### src/rtl/decode_scoreboard.sv
`default_nettype none
// ============================================================================
// Module   : decode_scoreboard
// Purpose  : Decode-stage operand forwarding and hazard scoreboard. Tracks
//            in-flight register writes (busy bit + latency countdown per
//            register), selects operands from NFWD priority-ordered bypass
//            ports, and registers the result into the decode->execute stage.
// Ports    :
//   clk, reset                  clock, asynchronous active-high reset
//   in_valid/in_pc/in_instr     instruction from fetch (rs1/rs2/rd fields)
//   in_regwrite, in_lat         decoded write-enable and producer latency
//   rf_q1, rf_q2                register-file read data for rs1/rs2
//   fwd_valid/dst/ready/data    bypass ports, index 0 youngest
//   wb_valid, wb_dst            writeback retiring a register write
//   flush, hold                 redirect kill / downstream stall
//   stall_d                     combinational stall back to fetch
//   out_*                       registered decode->execute payload
//   stall_cnt                   saturating count of stall_d cycles
// Revision : 1.0 - initial release
// ============================================================================
module decode_scoreboard #(
  parameter int XLEN = 64,
  parameter int NREG = 32,
  parameter int NFWD = 3,
  parameter int LATW = 4
) (
  input  logic                 clk,
  input  logic                 reset,
  input  logic                 in_valid,
  input  logic [XLEN-1:0]      in_pc,
  input  logic [31:0]          in_instr,
  input  logic                 in_regwrite,
  input  logic [LATW-1:0]      in_lat,
  input  logic [XLEN-1:0]      rf_q1,
  input  logic [XLEN-1:0]      rf_q2,
  input  logic [NFWD-1:0]      fwd_valid,
  input  logic [NFWD*5-1:0]    fwd_dst,
  input  logic [NFWD-1:0]      fwd_ready,
  input  logic [NFWD*XLEN-1:0] fwd_data,
  input  logic                 wb_valid,
  input  logic [4:0]           wb_dst,
  input  logic                 flush,
  input  logic                 hold,
  output logic                 stall_d,
  output logic                 out_valid,
  output logic [XLEN-1:0]      out_pc,
  output logic [31:0]          out_instr,
  output logic [4:0]           out_dst,
  output logic [XLEN-1:0]      out_op1,
  output logic [XLEN-1:0]      out_op2,
  output logic [31:0]          stall_cnt
);

  // Instruction fields
  logic [4:0] w_rs1, w_rs2, w_rd;
  assign w_rs1 = in_instr[19:15];
  assign w_rs2 = in_instr[24:20];
  assign w_rd  = in_instr[11:7];

  // Scoreboard state
  logic [NREG-1:0] busy_q, busy_d;
  logic [LATW-1:0] cnt_q [NREG];
  logic [LATW-1:0] cnt_d [NREG];

  // Pipeline register state
  logic            out_valid_q, out_valid_d;
  logic [XLEN-1:0] out_pc_q, out_pc_d;
  logic [31:0]     out_instr_q, out_instr_d;
  logic [4:0]      out_dst_q, out_dst_d;
  logic [XLEN-1:0] out_op1_q, out_op1_d;
  logic [XLEN-1:0] out_op2_q, out_op2_d;
  logic [31:0]     stall_cnt_q, stall_cnt_d;

  // Bypass match results per operand
  logic            w_m1, w_m2, w_rdy1, w_rdy2;
  logic [XLEN-1:0] w_fd1, w_fd2;
  logic [XLEN-1:0] w_op1, w_op2;
  logic            w_haz1, w_haz2, w_issue;

  // Scan from oldest to youngest so the lowest matching index is the last
  // assignment and therefore wins.
  always_comb begin
    w_m1   = 1'b0;
    w_m2   = 1'b0;
    w_rdy1 = 1'b0;
    w_rdy2 = 1'b0;
    w_fd1  = '0;
    w_fd2  = '0;
    for (int i = NFWD - 1; i >= 0; i--) begin
      if (fwd_valid[i] && (fwd_dst[i*5 +: 5] == w_rs1)) begin
        w_m1   = 1'b1;
        w_rdy1 = fwd_ready[i];
        w_fd1  = fwd_data[i*XLEN +: XLEN];
      end
      if (fwd_valid[i] && (fwd_dst[i*5 +: 5] == w_rs2)) begin
        w_m2   = 1'b1;
        w_rdy2 = fwd_ready[i];
        w_fd2  = fwd_data[i*XLEN +: XLEN];
      end
    end
  end

  assign w_op1 = (w_rs1 == 5'd0) ? '0 : (w_m1 ? w_fd1 : rf_q1);
  assign w_op2 = (w_rs2 == 5'd0) ? '0 : (w_m2 ? w_fd2 : rf_q2);

  // A busy register can only be consumed once its countdown has expired and
  // the producer is actually visible on a bypass port.
  assign w_haz1 = (w_rs1 != 5'd0) &&
                  ((w_m1 && !w_rdy1) ||
                   (busy_q[w_rs1] && ((cnt_q[w_rs1] != '0) || !w_m1)));
  assign w_haz2 = (w_rs2 != 5'd0) &&
                  ((w_m2 && !w_rdy2) ||
                   (busy_q[w_rs2] && ((cnt_q[w_rs2] != '0) || !w_m2)));

  assign stall_d = in_valid && (w_haz1 || w_haz2) && !flush;
  assign w_issue = in_valid && !stall_d && !hold && !flush;

  // Scoreboard next state; a new issue to r takes precedence over a
  // same-cycle writeback of the older value.
  always_comb begin
    busy_d = busy_q;
    for (int r = 0; r < NREG; r++) begin
      cnt_d[r] = cnt_q[r];
      if (r == 0) begin
        busy_d[r] = 1'b0;
        cnt_d[r]  = '0;
      end else if (w_issue && in_regwrite && (w_rd == 5'(r))) begin
        busy_d[r] = 1'b1;
        cnt_d[r]  = in_lat;
      end else if (wb_valid && (wb_dst == 5'(r))) begin
        busy_d[r] = 1'b0;
        cnt_d[r]  = '0;
      end else if (busy_q[r] && (cnt_q[r] != '0)) begin
        cnt_d[r]  = cnt_q[r] - LATW'(1);
      end
    end
  end

  // Pipeline register next state; flush kills validity even while held.
  always_comb begin
    out_valid_d = out_valid_q;
    out_pc_d    = out_pc_q;
    out_instr_d = out_instr_q;
    out_dst_d   = out_dst_q;
    out_op1_d   = out_op1_q;
    out_op2_d   = out_op2_q;
    if (hold) begin
      if (flush) begin
        out_valid_d = 1'b0;
      end
    end else begin
      out_valid_d = w_issue;
      out_pc_d    = in_pc;
      out_instr_d = in_instr;
      out_dst_d   = in_regwrite ? w_rd : 5'd0;
      out_op1_d   = w_op1;
      out_op2_d   = w_op2;
    end
  end

  assign stall_cnt_d = (stall_d && (stall_cnt_q != '1)) ? stall_cnt_q + 32'd1
                                                        : stall_cnt_q;

  always_ff @(posedge clk or posedge reset) begin
    if (reset) begin
      busy_q      <= '0;
      cnt_q       <= '{default: '0};
      out_valid_q <= 1'b0;
      out_pc_q    <= '0;
      out_instr_q <= '0;
      out_dst_q   <= '0;
      out_op1_q   <= '0;
      out_op2_q   <= '0;
      stall_cnt_q <= '0;
    end else begin
      busy_q      <= busy_d;
      cnt_q       <= cnt_d;
      out_valid_q <= out_valid_d;
      out_pc_q    <= out_pc_d;
      out_instr_q <= out_instr_d;
      out_dst_q   <= out_dst_d;
      out_op1_q   <= out_op1_d;
      out_op2_q   <= out_op2_d;
      stall_cnt_q <= stall_cnt_d;
    end
  end

  assign out_valid = out_valid_q;
  assign out_pc    = out_pc_q;
  assign out_instr = out_instr_q;
  assign out_dst   = out_dst_q;
  assign out_op1   = out_op1_q;
  assign out_op2   = out_op2_q;
  assign stall_cnt = stall_cnt_q;

endmodule
`default_nettype wire

### config.mk
export PLATFORM = sky130hd
export DESIGN_NAME = decode_scoreboard
export DESIGN_NICKNAME = d
export VERILOG_FILES = /design/src/rtl/decode_scoreboard.sv
export SDC_FILE = /design/constraint.sdc
export NUM_CORES = 1
export LEC_CHECK = 0
export CORE_AREA = 2 2 279 281
export DETAILED_ROUTE_END_ITERATION = 16
export DIE_AREA = 0 0 281 283
export GPL_ROUTABILITY_DRIVEN = 0
export GPL_TIMING_DRIVEN = 0
export PLACE_DENSITY = 0.53
export SLEW_MARGIN = 20
export SYNTH_ARGS = -nofsm -noshare
export SYNTH_HDL_FRONTEND = slang
export SYNTH_SLANG_ARGS = --single-unit
### constraint.sdc
create_clock -name clk -period 16.8 [get_ports clk]
set_input_delay 4.2 -clock clk [delete_from_list [all_inputs] [get_ports clk]]
set_output_delay 4.2 -clock clk [all_outputs]
set_load 0.005 [all_outputs]
# Yosys cells after proc, flatten, opt, wreduce, memory -nomap -nowiden

Index checks and enable logic that the tools add are counted.

$add $sub $neg: 32
Order comparisons: 4
Equality and inequality tests: 70
Muxes and demuxes: 190
Bitwise gates (word level): 2
Reduce and logical (&&, ||, !) cells: 223

Operators with widths:

| kind                    | number |
|---|---|
| $mux W64                | 10 |
| $mux W4                 | 97 |
| $eq A5 B5 Y1 const B    | 32 |
| $reduce_bool A4 Y1      | 33 |
| $sub A4 B1 Y4 const B   | 31 |
| $logic_and A1 B1 Y1     | 112 |
| $reduce_bool A3 Y1      | 31 |
| $eq A5 B4 Y1 const B    | 16 |
| $mux W1                 | 78 |
| $reduce_bool A2 Y1      | 31 |
| $bmux W4 S5             | 2 |
| $eq A5 B3 Y1 const B    | 8 |
| $add A32 B1 Y32 const B | 1 |
| $ne A32 B32 Y1 const B  | 1 |
| $eq A5 B5 Y1            | 6 |
| $eq A5 B2 Y1 const B    | 4 |
| $ge A6 B6 Y1 const B    | 2 |
| $lt A5 B6 Y1 const B    | 2 |
| $not A5 Y6              | 2 |
| $bmux W1 S5             | 2 |
| $eq A5 B1 Y1 const B    | 2 |
| $logic_not A5 Y1        | 2 |
| $reduce_bool A5 Y1      | 2 |
| $logic_not A1 Y1        | 7 |
| 3 further kinds         | 7 |

Bits in registers: 417
Input port bits: 453
Output and inout bits: 263
Logic and storage cells: 590

# Logic depth before layout (Yosys ltp)

Depth in word-level cells: 20
Mapped depth: 14
Gate-level depth less buffers: 9

# Worst setup path after synthesis

No wires, ideal clock.

Path kind: input-to-output
Start point: in in_instr[15]
End point: out stall_d
Data arrival time: 6528 ps
Required time: 12600 ps
Path slack: 6072 ps
Stages on the path: 11
Path through: buf_2 -> buf_2 -> or2_2 -> o221ai_1 -> a21oi_1 -> or3b_2 -> a311oi_1 -> a2111o_1 -> o21a_1 -> clkbuf_1 -> clkbuf_1

Cells in the longest elaborated chain, start to end: 13
Elaborated cells on any way between the ends: 30
Classes of those cells: 3 x eq/ne; 11 x mux; 1 x bitwise; 15 x reduce/logical

RTL lines:

| what                                                               | RTL line | RTL |
|---|---|---|
| from (decl)                                                        | 31       | `input logic [31:0] in_instr,` |
| parallel branches: the longest is 9 deep, another holds $not A5 Y6 | -        |  |
| $logic_and A1 B1 Y1 *                                              | 108      | `assign w_haz1 = (w_rs1 != 5'd0) &&` |
| $logic_or A1 B1 Y1 *                                               | 115      | `assign stall_d = in_valid && (w_haz1 \|\| w_haz2) && !flush;` |
| $logic_and A1 B1 Y1 * (2 in a row)                                 | 115      |  |
| to (decl)                                                          | 44       | `output logic stall_d,` |

Mark *: on every way between the ends. The select of a mux whose other input is x is not followed.

# Final worst setup path

Start point: in in_instr[23]
End point: out stall_d

Cells in the longest elaborated chain, start to end: 13
Elaborated cells on any way between the ends: 30
Classes of those cells: 3 x eq/ne; 11 x mux; 1 x bitwise; 15 x reduce/logical

RTL lines:

| what                                                               | RTL line | RTL |
|---|---|---|
| parallel branches: the longest is 9 deep, another holds $not A5 Y6 | -        |  |
| $logic_and A1 B1 Y1 *                                              | 111      | `assign w_haz2 = (w_rs2 != 5'd0) &&` |
| $logic_or A1 B1 Y1 *                                               | 115      |  |
| $logic_and A1 B1 Y1 * (2 in a row)                                 | 115      |  |

Marked as above.

==> results.md <==
- The post-synthesis cell type count is 68.
- The largest net degree at the start of global routing is 94.
- The sum of buffers and inverters on the critical path is 5.
- The total of hold buffers inserted after clock tree synthesis is 0.
- The critical path is of the primary input to output pin type.
- The final worst-path setup slack is 3.72 ns.
- The TritonCTS buffer count is 52.
- The maximum VDD drop is 0.0000769 V.
- Across every metal layer, demand over resource in global routing totals 0.339.
- The pin slew with the least headroom to its limit is 1.18 ns.
- Once detailed placement completed, the half-perimeter wirelength came to 110 mm.
- The synthesized cell area is 24000 sq um.
- The max-slew headroom at the worst pin is 0.211.
- The tool flagged a number of max-cap violations equal to 0.
- The number of gates resized after cts is 0.
- The sum of routed wire length over all layers is 138 mm.
- Including well taps, the total number of placed cells is 4168.
- The path class of the tightest hold or removal check is flop to flop.
- The number of global-route vias before repair was 24300.
- The fraction of layout cells with a size suffix above 1 is 0.118.
- Setup repair after global routing left no endpoint under its margin.
- The relative area change from synthesis to final layout is 43.2%.
- Of the post-synthesis cell area, the dominant cell type holds 0.434.
- The number of setup violations in the final report is 0.
- In this run the remaining antenna-violating nets after routing total 0.
- The post-synth net total is 2905.
- The share of synthesized flip-flops with an asynchronous set or reset is 1.00.
- The H-tree was split into 2 levels.
- The number of cell rows is 102.
- The worst setup path is launched from a primary input.
- The library cell used as clock root buffer is sky130_fd_sc_hd__clkbuf_16.
- The number of antenna violations at the first check in global routing is 91.
- The clock period minus worst slack is 13.08 ns.
- The floorplan die height is 283 microns.
- The clock slew seen by the registers of the worst setup and hold paths is 0.05 ns.
- Synthesis produced 2420 cells.
- The endpoint required time on the critical path is 12.60 ns.
- The most used flip-flop cell after synthesis is sky130_fd_sc_hd__dfrtp_1.
- Data arrives at the worst endpoint at 8.88 ns.
- Counting stages on the worst path, the most repeated cell is sky130_fd_sc_hd__clkbuf_1.
- The count of routing violations after the opening detailed-route iteration is 2997.
- The initial standard-cell utilization of the core is 0.313.
- After the last flow step, the layout net total stands at 3667.
- The number of failing hold endpoints at the final stage is 0.
- The worst-case setup slack after placement is 3.80 ns.
- The synthesis-stage register bit count is 417.
- The synthesized design contains 0 enable-type register cells.
- After global routing the overflow that remains totals 0.
- The post-synthesis average cell area is 9.93 sq um.
- The master of the slowest instance on the critical path is sky130_fd_sc_hd__clkbuf_1.
- The run finished with clean final reports.
- Summed over all cells, the static leakage comes to 0.0141 uW.
- The floorplan core area is 76700 sq um.
- The buffer levels on the longest clock path is 3.
- The cell taking the most area after synthesis is sky130_fd_sc_hd__dfrtp_1.
- The Yosys step of the flow raised 0 warnings.
- The via count is 24900.
- The share of the yosys chip area belonging to registers is 0.434.
- After detailed routing, the number of vias per cell comes to 5.76.
- The total I/O pin count is 716.
- Clock latency on the worst-skew pair, taken at its later pin, is 0.62 ns.
- The final critical-path share of the clock period is 0.779.
- The top fanout value on the critical path is 10.
- The sink count of the clock tree is 417.
- TritonCTS built the clock tree.
- The routed length per placed instance is 31.9 microns.
- On the critical path the largest part of the delay comes from buffers and inverters.
- The final hold slack is 0.477 ns.
- The x dimension of the die is 281 microns.
- The floorplan step defined a die boundary enclosing 79500 sq um.
- In the post-synthesis netlist, the biggest area contributors are sky130_fd_sc_hd__dfrtp_1 (43%), sky130_fd_sc_hd__mux2_2 (9.8%), sky130_fd_sc_hd__nor2_1 (3.6%).
- In this design, the stage delay of the slowest critical-path cell is 0.84 ns.
- The number of standard cells in the final layout excluding fillers is 4324.
- The sort of element at the end of the critical path is an output pin.
- The worst clock skew is 0.0198 ns.
- The count of final max-slew check failures is 0.
- The power per cell area is 114 nW/um^2.
- The post-CTS setup buffer count is 0.
- The quantity of I/O buffers inserted on ports is 704.
- Timing would allow up to 76.5 MHz.
- In the routed design, unresolved DRC markers number 0.
- The first global-routing pass estimated 191 mm of wire.
- Walking the worst path, the cells encountered are clkdlybuf4s50_1, clkbuf_1, xor2_1, nor4_1, nand3_1, nand3_1, a31oi_1, a2111o_1, o21a_1, clkbuf_1, clkbuf_1, clkdlybuf4s50_1.
- The total iterations of the first detailed-routing run is 10.
[synthesized netlist by cell type (all sizes together) (66+ instances only)]
cell,instances
a211oi,66
a21o,79
a21oi,92
a22o,69
clkbuf,154
dfrtp,417
inv,95
mux2,219
nand2,206
nor2,228
o21ai,88
o221ai,66
o22ai,68
[layout by cell type, fill, tap and decap left out, types with 79 or more instances in the layout]
cell                              count
sky130_fd_sc_hd__clkbuf_1           161
sky130_fd_sc_hd__inv_1               94
sky130_fd_sc_hd__clkdlybuf4s50_1    704
sky130_fd_sc_hd__dfrtp_1            417
sky130_fd_sc_hd__a21o_1              79
sky130_fd_sc_hd__o21ai_0             88
sky130_fd_sc_hd__nand2_1            206
sky130_fd_sc_hd__nor2_1             227
sky130_fd_sc_hd__mux2_2             210
sky130_fd_sc_hd__a21oi_1             92
[routing by layer]
layer,track usage,wire length (microns)
met1,0.422,53600
met4,0.217,8860
met5,0,259
met3,0.136,16900
met2,0.484,58300
[path summary, 6_finish.rpt]
kind | cells past startpoint | slack (ns) | start | to
min reg2reg | 1 | 0.48 | out_op2[60]$_DFFE_PP0N_ | out_op2[60]$_DFFE_PP0N_
max in group asynchronous | 5 | 10.84 | reset | out_dst[2]$_DFFE_PP0N_
max reg2reg | 11 | 12.81 | cnt_q[74]$_DFFE_PP0P_ | stall_cnt[18]$_DFFE_PP0P_
min in group asynchronous | 2 | 4.12 | reset | out_pc[48]$_DFFE_PP0N_
min | 1 | 0.48 | out_op2[60]$_DFFE_PP0N_ | out_op2[60]$_DFFE_PP0N_
max | 12 | 3.72 | in_instr[23] | stall_d
[final cells by class]
cell class | instances | area, sq um
Inverter | 96 | 368
Fill cell | 7243 | 42300
Timing Repair Buffer | 708 | 7160
Clock buffer | 75 | 1550
Antenna cell | 60 | 150
Tap cell | 1040 | 1300
Clock inverter | 21 | 195
Buffer | 179 | 714
Multi-Input combinational cell | 1728 | 12500
Sequential cell | 417 | 10400
[metrics by stage]
stage / util / power (uW) / TNS [ns] / instance area (sq um)
global placement: 0.422 / 2680 / -2013.18 / 32400
CTS: 0.447 / 3910 / 0 / 34300
detailed placement: 0.424 / 2730 / 0 / 32500
global route: 0.448 / 4110 / 0 / 34400
floorplan: - / 2170 / 0 / 24000
finish: 0.449 / 3910 / 0 / 34400
[power breakdown]
part	switching, uW	internal (uW)	total (uW)
Combinational	619	671	1290
Clock	483	684	1170
Sequential	228	1230	1450
[flip-flops by register name, indices dropped and copies added, names as in the netlist]
name	cells
out_dst	5
out_op2	64
out_instr	32
out_valid	1
stall_cnt	32
out_pc	64
out_op1	64
cnt_q	124
busy_q	31
[worst register-to-register path: stages, from the launching register on]
cell and delay [ns]:
sky130_fd_sc_hd__dfrtp_1 0.42, sky130_fd_sc_hd__nor2_1 0.09, sky130_fd_sc_hd__mux4_2 0.53, sky130_fd_sc_hd__nand3_1 0.11, sky130_fd_sc_hd__or3b_2 0.44, sky130_fd_sc_hd__a311oi_1 0.46, sky130_fd_sc_hd__a2111o_1 0.34, sky130_fd_sc_hd__o21a_1 0.24
sky130_fd_sc_hd__clkbuf_1 0.46, sky130_fd_sc_hd__clkbuf_1 0.45, sky130_fd_sc_hd__nand3_1 0.17, sky130_fd_sc_hd__xnor2_1 0.18
[kinds of logic after synthesis]
kind of cell | count (synthesis) | share of synthesized area
AOI/OAI and AO/OA | 626 | 0.188
xor gates and xnor gates | 104 | 0.0379
adders and majority gates | 32 | 0.0167
buffers and inverters | 275 | 0.0447
DFF | 417 | 0.434
muxes | 250 | 0.131
and+or+nand+nor | 716 | 0.148
Note: power is estimated with default switching activity, not from simulation.
